--- src/rtl/nibble_serial_logic_unit_if.sv ---
// Start/busy/done handshake and operand/result bus between the ALU control
// sequencer (master) and the nibble-serial logic unit (slave).
interface nibble_serial_logic_unit_if #(
  parameter int WIDTH = 32
);
  logic             start;
  logic [1:0]       op;
  logic [WIDTH-1:0] a;
  logic [WIDTH-1:0] b;
  logic             busy;
  logic             done;
  logic [WIDTH-1:0] out;
  logic             zero;

  modport master (
    output start, op, a, b,
    input  busy, done, out, zero
  );

  modport slave (
    input  start, op, a, b,
    output busy, done, out, zero
  );
endinterface

--- src/rtl/nibble_serial_logic_unit.sv ---
// Multi-cycle bitwise logic unit: latches operands and opcode, then computes
// the result one SLICE-bit slice per clock (LSB first) through a shared stage.
module nibble_serial_logic_unit #(
  parameter int WIDTH = 32,
  parameter int SLICE = 4
) (
  input logic                       clk,
  input logic                       rst_n,
  nibble_serial_logic_unit_if.slave bus
);

  localparam int NSLICE = WIDTH / SLICE;
  localparam int IDXW   = (NSLICE > 1) ? $clog2(NSLICE) : 1;
  localparam logic [IDXW-1:0] LAST_IDX = IDXW'(NSLICE - 1);

  typedef enum logic [1:0] {IDLE, RUN, DONE} state_e;
  typedef enum logic [1:0] {OP_AND, OP_OR, OP_XOR, OP_NOR} op_e;

  state_e           state_q, state_d;
  op_e              op_q, op_d;
  logic [WIDTH-1:0] a_q, a_d;
  logic [WIDTH-1:0] b_q, b_d;
  logic [WIDTH-1:0] out_q, out_d;
  logic [IDXW-1:0]  idx_q, idx_d;
  logic             zero_q, zero_d;
  logic             accept;

  // The single shared slice stage; NOR stays within the slice, no carries.
  function automatic logic [SLICE-1:0] slice_fn(op_e f, logic [SLICE-1:0] x,
                                                logic [SLICE-1:0] y);
    unique case (f)
      OP_AND:  return x & y;
      OP_OR:   return x | y;
      OP_XOR:  return x ^ y;
      default: return ~(x | y);
    endcase
  endfunction

  // Start is only honoured when no slices are in flight.
  assign accept = bus.start && (state_q == IDLE || state_q == DONE);

  always_comb begin
    // NOTE: every variable gets a default before any branch so that no path
    // leaves it unassigned and a latch is inferred.
    state_d = state_q;
    op_d    = op_q;
    a_d     = a_q;
    b_d     = b_q;
    out_d   = out_q;
    idx_d   = idx_q;
    zero_d  = zero_q;

    if (accept) begin
      state_d = RUN;
      op_d    = op_e'(bus.op);
      a_d     = bus.a;
      b_d     = bus.b;
      out_d   = '0;
      idx_d   = '0;
      zero_d  = 1'b0;
    end else begin
      unique case (state_q)
        RUN: begin
          out_d[idx_q*SLICE +: SLICE] = slice_fn(op_q, a_q[idx_q*SLICE +: SLICE],
                                                 b_q[idx_q*SLICE +: SLICE]);
          if (idx_q == LAST_IDX) begin
            state_d = DONE;
            zero_d  = (out_d == '0);
          end else begin
            idx_d = idx_q + 1'b1;
          end
        end
        DONE:    state_d = IDLE;
        default: ;
      endcase
    end
  end

  // NOTE: all state, including operand latches, is reset so that no partial
  // result or stale operand survives an asynchronous reset mid-operation.
  always_ff @(posedge clk or negedge rst_n) begin
    if (!rst_n) begin
      state_q <= IDLE;
      op_q    <= OP_AND;
      a_q     <= '0;
      b_q     <= '0;
      out_q   <= '0;
      idx_q   <= '0;
      zero_q  <= 1'b0;
    end else begin
      // NOTE: non-blocking assignments so every register samples the values
      // from before this edge regardless of statement order.
      state_q <= state_d;
      op_q    <= op_d;
      a_q     <= a_d;
      b_q     <= b_d;
      out_q   <= out_d;
      idx_q   <= idx_d;
      zero_q  <= zero_d;
    end
  end

  assign bus.busy = (state_q == RUN);
  assign bus.done = (state_q == DONE);
  assign bus.out  = out_q;
  assign bus.zero = zero_q;

endmodule

--- src/flat_wrapper.sv ---
// flat-port wrapper written by rule: the top's interface ports become plain ports
module nibble_serial_logic_unit_flat 
#(
  parameter int WIDTH = 32,
  parameter int SLICE = 4
)
  (clk, rst_n, bus_start, bus_op, bus_a, bus_b, bus_busy, bus_done, bus_out, bus_zero);
  nibble_serial_logic_unit_if #(.WIDTH(WIDTH)) bus_i ();
  input logic clk;
  input logic rst_n;
  input wire logic [$bits(bus_i.start)-1:0] bus_start;
  input wire logic [$bits(bus_i.op)-1:0] bus_op;
  input wire logic [$bits(bus_i.a)-1:0] bus_a;
  input wire logic [$bits(bus_i.b)-1:0] bus_b;
  output wire logic [$bits(bus_i.busy)-1:0] bus_busy;
  output wire logic [$bits(bus_i.done)-1:0] bus_done;
  output wire logic [$bits(bus_i.out)-1:0] bus_out;
  output wire logic [$bits(bus_i.zero)-1:0] bus_zero;
  assign bus_i.start = bus_start;
  assign bus_i.op = bus_op;
  assign bus_i.a = bus_a;
  assign bus_i.b = bus_b;
  assign bus_busy = bus_i.busy;
  assign bus_done = bus_i.done;
  assign bus_out = bus_i.out;
  assign bus_zero = bus_i.zero;
  nibble_serial_logic_unit #(.WIDTH(WIDTH), .SLICE(SLICE)) u_core (.clk(clk), .rst_n(rst_n), .bus(bus_i));
endmodule
--- config.mk ---
export PLATFORM = sky130hd
export DESIGN_NAME = nibble_serial_logic_unit_flat
export DESIGN_NICKNAME = d
export VERILOG_FILES = /design/src/rtl/nibble_serial_logic_unit_if.sv /design/src/rtl/nibble_serial_logic_unit.sv /design/src/flat_wrapper.sv
export SDC_FILE = /design/constraint.sdc
export NUM_CORES = 1
export LEC_CHECK = 0
export CAP_MARGIN = 20
export CORE_MARGIN = 2
export CORE_UTILIZATION = 25
export CTS_CLUSTER_SIZE = 10
export DETAILED_ROUTE_END_ITERATION = 12
export RECOVER_POWER = 25
export SETUP_SLACK_MARGIN = 0.3
export SLEW_MARGIN = 20
export SYNTH_ARGS = -nofsm -noshare
export SYNTH_HDL_FRONTEND = slang
export SYNTH_SLANG_ARGS = --single-unit
--- constraint.sdc ---
create_clock -name clk -period 3.5 [get_ports clk]
set_clock_uncertainty 0.15 [all_clocks]
set_input_delay 0.525 -clock clk [delete_from_list [all_inputs] [get_ports clk]]
set_output_delay 0.525 -clock clk [all_outputs]
set_load 0.01 [all_outputs]
==> out/qor.txt, run 1 <==
SETUP PATH
---------------------------------------------------------------------------------
Kind of end point of the critical path                                  flip-flop
Worst setup SP type                                                     flip-flop
Arrival time reported for the critical path endpoint                      3.22 ns
Dominant delay contributor by cell family on the critical path       multiplexers
Required @ worst endpoint                                                 3.64 ns
Reg2Reg Depth                                                                  13
Largest fanout on the critical path                                             7
Combined buffer and inverter count along the critical path                      3
Cell at the slowest stage of the critical path                             mux4_2
Start-to-end type of the worst setup path                              reg -> reg
Cells traversed along the worst timing path                          clkbuf_16 -> mux4_2 -> nand2_1 -> and2_4 -> inv_2 -> ha_4 -> mux2_4 -> a22oi_2 -> buf_4 -> nand2_2 -> o41ai_2 -> and4b_1 -> a31o_1
Worst path max stage delay                                                0.48 ns
Critical path depth in cells                                                   13

HOLD PATH
---------------------------------------------------------------------------------
Worst hold-check path type                                             reg -> reg
Cell count of the worst hold path                                               2

GRT
---------------------------------------------------------------------------------
Vias in the first global route                                               4433
Largest net degree at the start of global routing                              79
Overflow after GRT                                                              0
Wire length of the first global-routing pass                             23.60 mm
Initial antenna violation count                                                 0
Overall Global Routing Usage                                               0.1356

CLOCK TREE
---------------------------------------------------------------------------------
Clock root buffer                                                       clkbuf_16
Maximum level of the CTS H-tree                                                 3
Number of buffers inserted during clock tree synthesis                          9
Clock-pin transition on the worst setup and hold timing paths             0.07 ns
Cts hold-fix bufs                                                               0
Max clock buf depth                                                             2
Source-to-sink clock delay at the later pin of the worst-skew pair        0.35 ns
Clock tree from TritonCTS                                                     yes
Number of clock sinks                                                         104

PLACED DESIGN
---------------------------------------------------------------------------------
Global placer's final weighted congestion                                  0.8283
Half-perimeter wire length of the detailed placement result              10.70 mm
Port Buffer Count                                                             103
DP Worst Slack                                                          0.3127 ns

ROUTING
---------------------------------------------------------------------------------
Number of antenna-violating nets in the routed design                           0
Total Wirelength                                                         14.60 mm
Via count of the routed design                                               4332
TritonRoute pass-1 iters                                                        4
Vias per cell                                                               4.513
DRC violations left                                                             0
Drt wl/cell                                                              15.21 um
Initial DRC Count                                                             228

POWER AND IR DROP
---------------------------------------------------------------------------------
Leakage                                                                  3.258 nW
Total power per unit cell area                                        1007 nW/um2
Power, Total                                                             7.151 mW
Peak ir drop on the vdd network                                         0.3833 mV

SYNTH
---------------------------------------------------------------------------------
Yosys Warn Count                                                                0
Instance count of the mapped netlist                                          580
Sequential cell area fraction in the yosys report                          0.4962
Total of flip-flops plus latches after synthesis                              104
Cell variety after synth                                                       51
Main synth FF type                                                        dfrtp_1
Mean area per synthesized cell                                          9.043 um2
Post-Synthesis Net Count                                                      661
EDFF count, synth                                                               0
Async S/R FF share, synth                                                   1.000
Post-Syn Area                                                            5245 um2

TIMING
---------------------------------------------------------------------------------
Post-Route Hold Slack                                                   0.3230 ns
Upper clock frequency limit                                             324.6 MHz
Post-route fraction of the period consumed by the critical path            0.8801
Final TNS setup                                                              0 ns
Slew @ Worst Pin                                                         1.955 ns
Worst relative slew slack                                                 -0.3035
Worst setup margin                                                      0.4196 ns
Endpoints failing setup                                                         0
Post-layout minimum cycle time                                           3.080 ns
Final Hold Fails                                                                0
Max Transition Viols Final                                                     79
RSZ-0062 raised after global routing                                          yes

FLOORPLAN
---------------------------------------------------------------------------------
Die Span Y                                                               148.8 um
Number of rows in the core area                                                52
Starting utilization of the core area                                      0.2567
Width of the die                                                         148.8 um
Die footprint                                                           22150 um2
Number of I/O pins                                                            104
Area inside the core boundary                                           20430 um2

CELLS AND AREA
---------------------------------------------------------------------------------
Commonest non-fill, non-tap cells in the layout                      nand2_1 (260), dfrtp_1 (103), clkdlybuf4s50_1 (102), o21ai_0 (31), buf_4 (18)
Most common cell after layout, fill and taps aside                        nand2_1
Proportion of layout cells with a drive suffix above 1                     0.1319
Net total in the final layout                                                 767
Antenna Diode Count                                                             0
Synth-to-Final Area Change                                                 35.40%

STATUS
---------------------------------------------------------------------------------
Violated checks                                                      capacitance limit, slew limit
Outcome                                                              finished, violations left

JOB
---------------------------------------------------------------------------------
MaxCap Viol Count                                                               1

## worst reg2reg max path, cell delays in order (launching register included)
cell       delay (ns)
dfrtp_2          0.43
clkbuf_16        0.19
mux4_2           0.49
nand2_1          0.07
and2_4           0.16
inv_2            0.04
ha_4             0.15
mux2_4           0.28
a22oi_2          0.20
buf_4            0.15
nand2_2          0.05
o41ai_2          0.32
and4b_1          0.23
a31o_1           0.13
## flip-flops by register name, indices dropped and copies added (netlist names)
name,flops
u_core.bus.out,32
u_core.op_q,2
u_core.a_q,32
u_core.b_q,32
u_core.idx_q,3
u_core.bus.zero,1
u_core.state_q,2
## report_power, final
group | internal (mW) | leakage [nW] | switching (mW)
registers | 1.72 | 1.34 | 0.403
logic | 1.97 | 1.78 | 2.07
clock network | 0.552 | 0.143 | 0.437
total | 4.24 | 3.26 | 2.91
## cell usage after synthesis (all sizes together) (3+ instances only)
| cell type | instances | area share |
|---|---|---|
| nand2 | 262 | 0.19 |
| dfrtp | 104 | 0.50 |
| o21ai | 33 | 0.031 |
| buf | 18 | 0.018 |
| nor2 | 17 | 0.012 |
| mux4 | 16 | 0.069 |
| clkbuf | 13 | 0.0093 |
| ha | 12 | 0.029 |
| inv | 11 | 0.0079 |
| and2 | 10 | 0.012 |
| a22o | 8 | 0.013 |
| nor2b | 7 | 0.0098 |
| a21oi | 6 | 0.0057 |
| nor4 | 6 | 0.0072 |
| mux2 | 5 | 0.011 |
| mux2i | 5 | 0.0095 |
| a22oi | 4 | 0.0057 |
| a32o | 4 | 0.0076 |
| nand3b | 3 | 0.0043 |
| nor3 | 3 | 0.0029 |
## stage by stage
step	area (um2)	cells	util
2_1_floorplan	5251	580	-
3_3_place_gp	6630	937	0.3245
3_5_place_dp	6630	937	0.3245
4_1_cts	6918	952	0.3386
5_1_grt	7102	960	0.3476
6_report	7102	960	0.3476
## routing by layer
layer | vias to the layer above | global-route usage | wire, um
li1 | 2137 | - | -
met1 | 2060 | 0.1895 | 6866
met2 | 121 | 0.2153 | 6822
met3 | 14 | 0.03119 | 739
met4 | 0 | 0.03048 | 171
met5 | - | 0 | 0
## final cells by class
type,count,area (um2)
clock buffer,10,229.0
clock inverter,5,57.56
fill,2164,13330
inverter,12,45.04
multi-input combinational,433,2571
sequential,104,2604
tap,270,337.8
timing repair buffer,126,1257
## what timing repair did
action / CTS / global route
pin swaps: 0 / 9
endpoints found under the hold margin: 0 / 0
endpoints found under the setup margin: 1 / 1
cloned: 0 / 1
resized for setup: 1 / 29
buffers inserted: 0 / 7
## path summary, 6_finish.rpt
path                                       from                  to  slack (ns)
max in group asynchronous                 rst_n     u_core.idx_q[0]        1.38
worst min-delay path             u_core.a_q[12]      u_core.a_q[12]        0.32
worst max register to register  u_core.idx_q[0]     u_core.bus.zero        0.42
worst min register to register   u_core.a_q[12]      u_core.a_q[12]        0.32
min in group asynchronous                 rst_n  u_core.bus.out[22]        0.56
worst max-delay path            u_core.idx_q[0]     u_core.bus.zero        0.42
## kinds of logic (layout without fill, tap and decap cells)
group                    Yosys count  after routing  share of synthesized area
flip-flops                       104            104                     0.4962
adder cells (fa/ha/maj)           12             12                    0.02863
buffers and inverters             43            153                    0.03578
multiplexers                      26             26                    0.08898
AO/OA/AOI/OAI                     69             69                    0.08851
AND/OR/NAND/NOR                  323            323                     0.2569
XOR/XNOR                           3              3                   0.005010
No activity file was read; power rests on OpenSTA's default activity.
==> inputs of run 2 (changes only) <==
Settings changed: CORE_UTILIZATION 25 to 50, PLACE_DENSITY from default to 0.78.
==> run 2 against run 1 <==
Effect of this change:
- the flow still finishes with violations (capacitance limit, slew limit)
- count of clock-buffer cells in the layout grew 1
- total power shrank 2.2%
- combinational power grew 3%
- clock power shrank 27%
- sequential cell count stayed put
- final area is 2.9% lower
- cell count fell by 13%
- setup slack got worse by 0.097 ns
- sequential share of layout area increased by 1.1 points
- global-route usage grew 10 points
- largest power group unchanged
==> out/qor.txt, run 2 (synthesized netlist as in run 1, its figures left out) <==
GRT
---------------------------------------------------------------------------------
Wire length of the first global-routing pass                             20.81 mm   -12%
Initial antenna violation count                                                 0   unchanged
Vias in the first global route                                               4446   +0.29%
Overall Global Routing Usage                                               0.2354   +0.09980
Largest net degree at the start of global routing                              90   +14%
Overflow after GRT                                                              0   unchanged

FLOORPLAN
---------------------------------------------------------------------------------
Area inside the core boundary                                           10280 um2   -50%
Starting utilization of the core area                                      0.5103   +0.2536
Number of rows in the core area                                                37   -29%
Die footprint                                                           11330 um2   -49%
Die Span Y                                                               106.4 um   -29%
Number of I/O pins                                                            104   unchanged
Width of the die                                                         106.4 um   -29%

CELLS AND AREA
---------------------------------------------------------------------------------
Most common cell after layout, fill and taps aside                        nand2_1
Commonest non-fill, non-tap cells in the layout                      nand2_1 (260), dfrtp_1 (103), clkdlybuf4s50_1 (102), o21ai_0 (31), buf_4 (29)
Proportion of layout cells with a drive suffix above 1                     0.1455   +0.01362
Share of the core filled with cells                                        0.6709   +0.3233
Net total in the final layout                                                 777   +1.3%
Synth-to-Final Area Change                                                 31.46%
Antenna Diode Count                                                             0   unchanged

SETUP PATH
---------------------------------------------------------------------------------
Kind of end point of the critical path                                  flip-flop
Arrival time reported for the critical path endpoint                      3.34 ns   +0.12 ns
Largest fanout on the critical path                                             6   -1
Required @ worst endpoint                                                 3.66 ns   +0.02 ns
Worst R2R Setup Slack                                                     0.32 ns   -0.10 ns
Worst setup SP type                                                     flip-flop
Start-to-end type of the worst setup path                              reg -> reg

JOB
---------------------------------------------------------------------------------
MaxCap Viol Count                                                               1   unchanged

POWER AND IR DROP
---------------------------------------------------------------------------------
Total power per unit cell area                                        1014 nW/um2   +0.74%
Peak ir drop on the vdd network                                         0.4391 mV   +15%
Leakage                                                                  3.253 nW   -0.16%

ROUTING
---------------------------------------------------------------------------------
Vias per cell                                                               5.276   +17%
Length of routed met3 wiring                                               493 um   -33%
Initial DRC Count                                                             209   -8.3%
Via count of the routed design                                               4416   +1.9%
TritonRoute pass-1 iters                                                        4   unchanged
DRC violations left                                                             0   unchanged
Number of antenna-violating nets in the routed design                           0   unchanged
Drt wl/cell                                                              15.46 um   +1.7%
Wire length on met1                                                      5.482 mm   -20%
Top sig layer                                                                met4
Total Wirelength                                                         12.94 mm   -11%
Met2 routed WL                                                           6.616 mm   -3.0%

PLACED DESIGN
---------------------------------------------------------------------------------
Global placer's final weighted congestion                                  0.8788   +6.1%
DP Worst Slack                                                          0.3347 ns   +0.02204 ns
Half-perimeter wire length of the detailed placement result              9.405 mm   -12%
Port Buffer Count                                                             103   unchanged

TIMING
---------------------------------------------------------------------------------
Worst relative slew slack                                                 -0.4384   -0.1349
Slew @ Worst Pin                                                         2.158 ns   +0.2023 ns
Endpoints failing setup                                                         0   unchanged
Final TNS setup                                                              0 ns   unchanged
Post-route fraction of the period consumed by the critical path            0.9078   +0.02764
Post-layout minimum cycle time                                           3.177 ns   +0.09673 ns
Worst setup margin                                                      0.3228 ns   -0.09673 ns
RSZ-0062 raised after global routing                                          yes
Max Transition Viols Final                                                     90   +14%
Final Hold Fails                                                                0   unchanged
Upper clock frequency limit                                             314.7 MHz   -3.0%

CLOCK TREE
---------------------------------------------------------------------------------
Clock root buffer                                                        clkbuf_8
Cts hold-fix bufs                                                               0   unchanged
Number of buffers inserted during clock tree synthesis                          9   unchanged
Max clock buf depth                                                             2   unchanged
Clock-pin transition on the worst setup and hold timing paths             0.10 ns   +0.03 ns
Number of clock sinks                                                         104   unchanged
Clock tree from TritonCTS                                                     yes
Maximum level of the CTS H-tree                                                 3   unchanged
Source-to-sink clock delay at the later pin of the worst-skew pair        0.37 ns   +0.02 ns

STATUS
---------------------------------------------------------------------------------
Violated checks                                                      capacitance limit, slew limit
Outcome                                                              finished, violations left

HOLD PATH
---------------------------------------------------------------------------------
Worst hold-check path type                                             reg -> reg

==> run 2: cell type report <==
cell class	instances	area [um2]
fill	838	3382
clock buffer	11	151.4
inverter	12	45.04
multi-input combinational	433	2566
tap	136	170.2
timing repair buffer	136	1320
clock inverter	5	38.79
sequential	104	2604
==> run 2: critical path: stages (launching register included) <==
cell       delay (ns)
dfrtp_2          0.45
clkbuf_16        0.17
mux4_2           0.50
nand2_1          0.07
and2_4           0.16
inv_2            0.05
ha_4             0.14
mux2_4           0.28
a22oi_2          0.23
buf_4            0.17
nand2_2          0.05
o41ai_2          0.35
and4b_1          0.23
a31o_1           0.13
==> run 2: path summary, 6_finish.rpt <==
check                                 from           endpoint  cells after the start
setup / recovery           u_core.idx_q[0]    u_core.bus.zero                     13
hold / removal              u_core.b_q[13]     u_core.b_q[13]                      2
setup reg to reg           u_core.idx_q[0]    u_core.bus.zero                     13
hold reg to reg             u_core.b_q[13]     u_core.b_q[13]                      2
max in group asynchronous            rst_n    u_core.idx_q[0]                      1
min in group asynchronous            rst_n  u_core.bus.out[4]                      1
==> run 2: timing repair <==
item	CTS	global route
endpoints found under the setup margin	1	1
setup buffers	1	17
gates resized for setup	7	26
pin swaps	0	11
gates cloned	1	0
==> run 2: report_power, final <==
group          total, mW  internal, mW  switching, mW
combinational       4.18          2.07           2.11
sequential          2.09          1.71          0.374
clock              0.722         0.302          0.421
total               6.99          4.09           2.91
==> run 2: stage by stage <==
step / hold WS (ns) / cells / power [mW] / area [um2]
2_1_floorplan: 0.07941 / 580 / 4.428 / 5251
3_3_place_gp: 0.3022 / 802 / 5.577 / 6441
3_5_place_dp: 0.3083 / 802 / 5.667 / 6441
4_1_cts: 0.2376 / 820 / 6.504 / 6694
5_1_grt: 0.3580 / 837 / 7.531 / 6895
6_report: 0.3283 / 837 / 6.994 / 6895
==> run 2: per-layer routing <==
| layer | vias up | GRT usage |
|---|---|---|
| li1 | 2154 | - |
| met1 | 2112 | 0.2933 |
| met2 | 122 | 0.4075 |
| met3 | 28 | 0.03188 |
| met4 | 0 | 0.1085 |
| met5 | - | 0 |
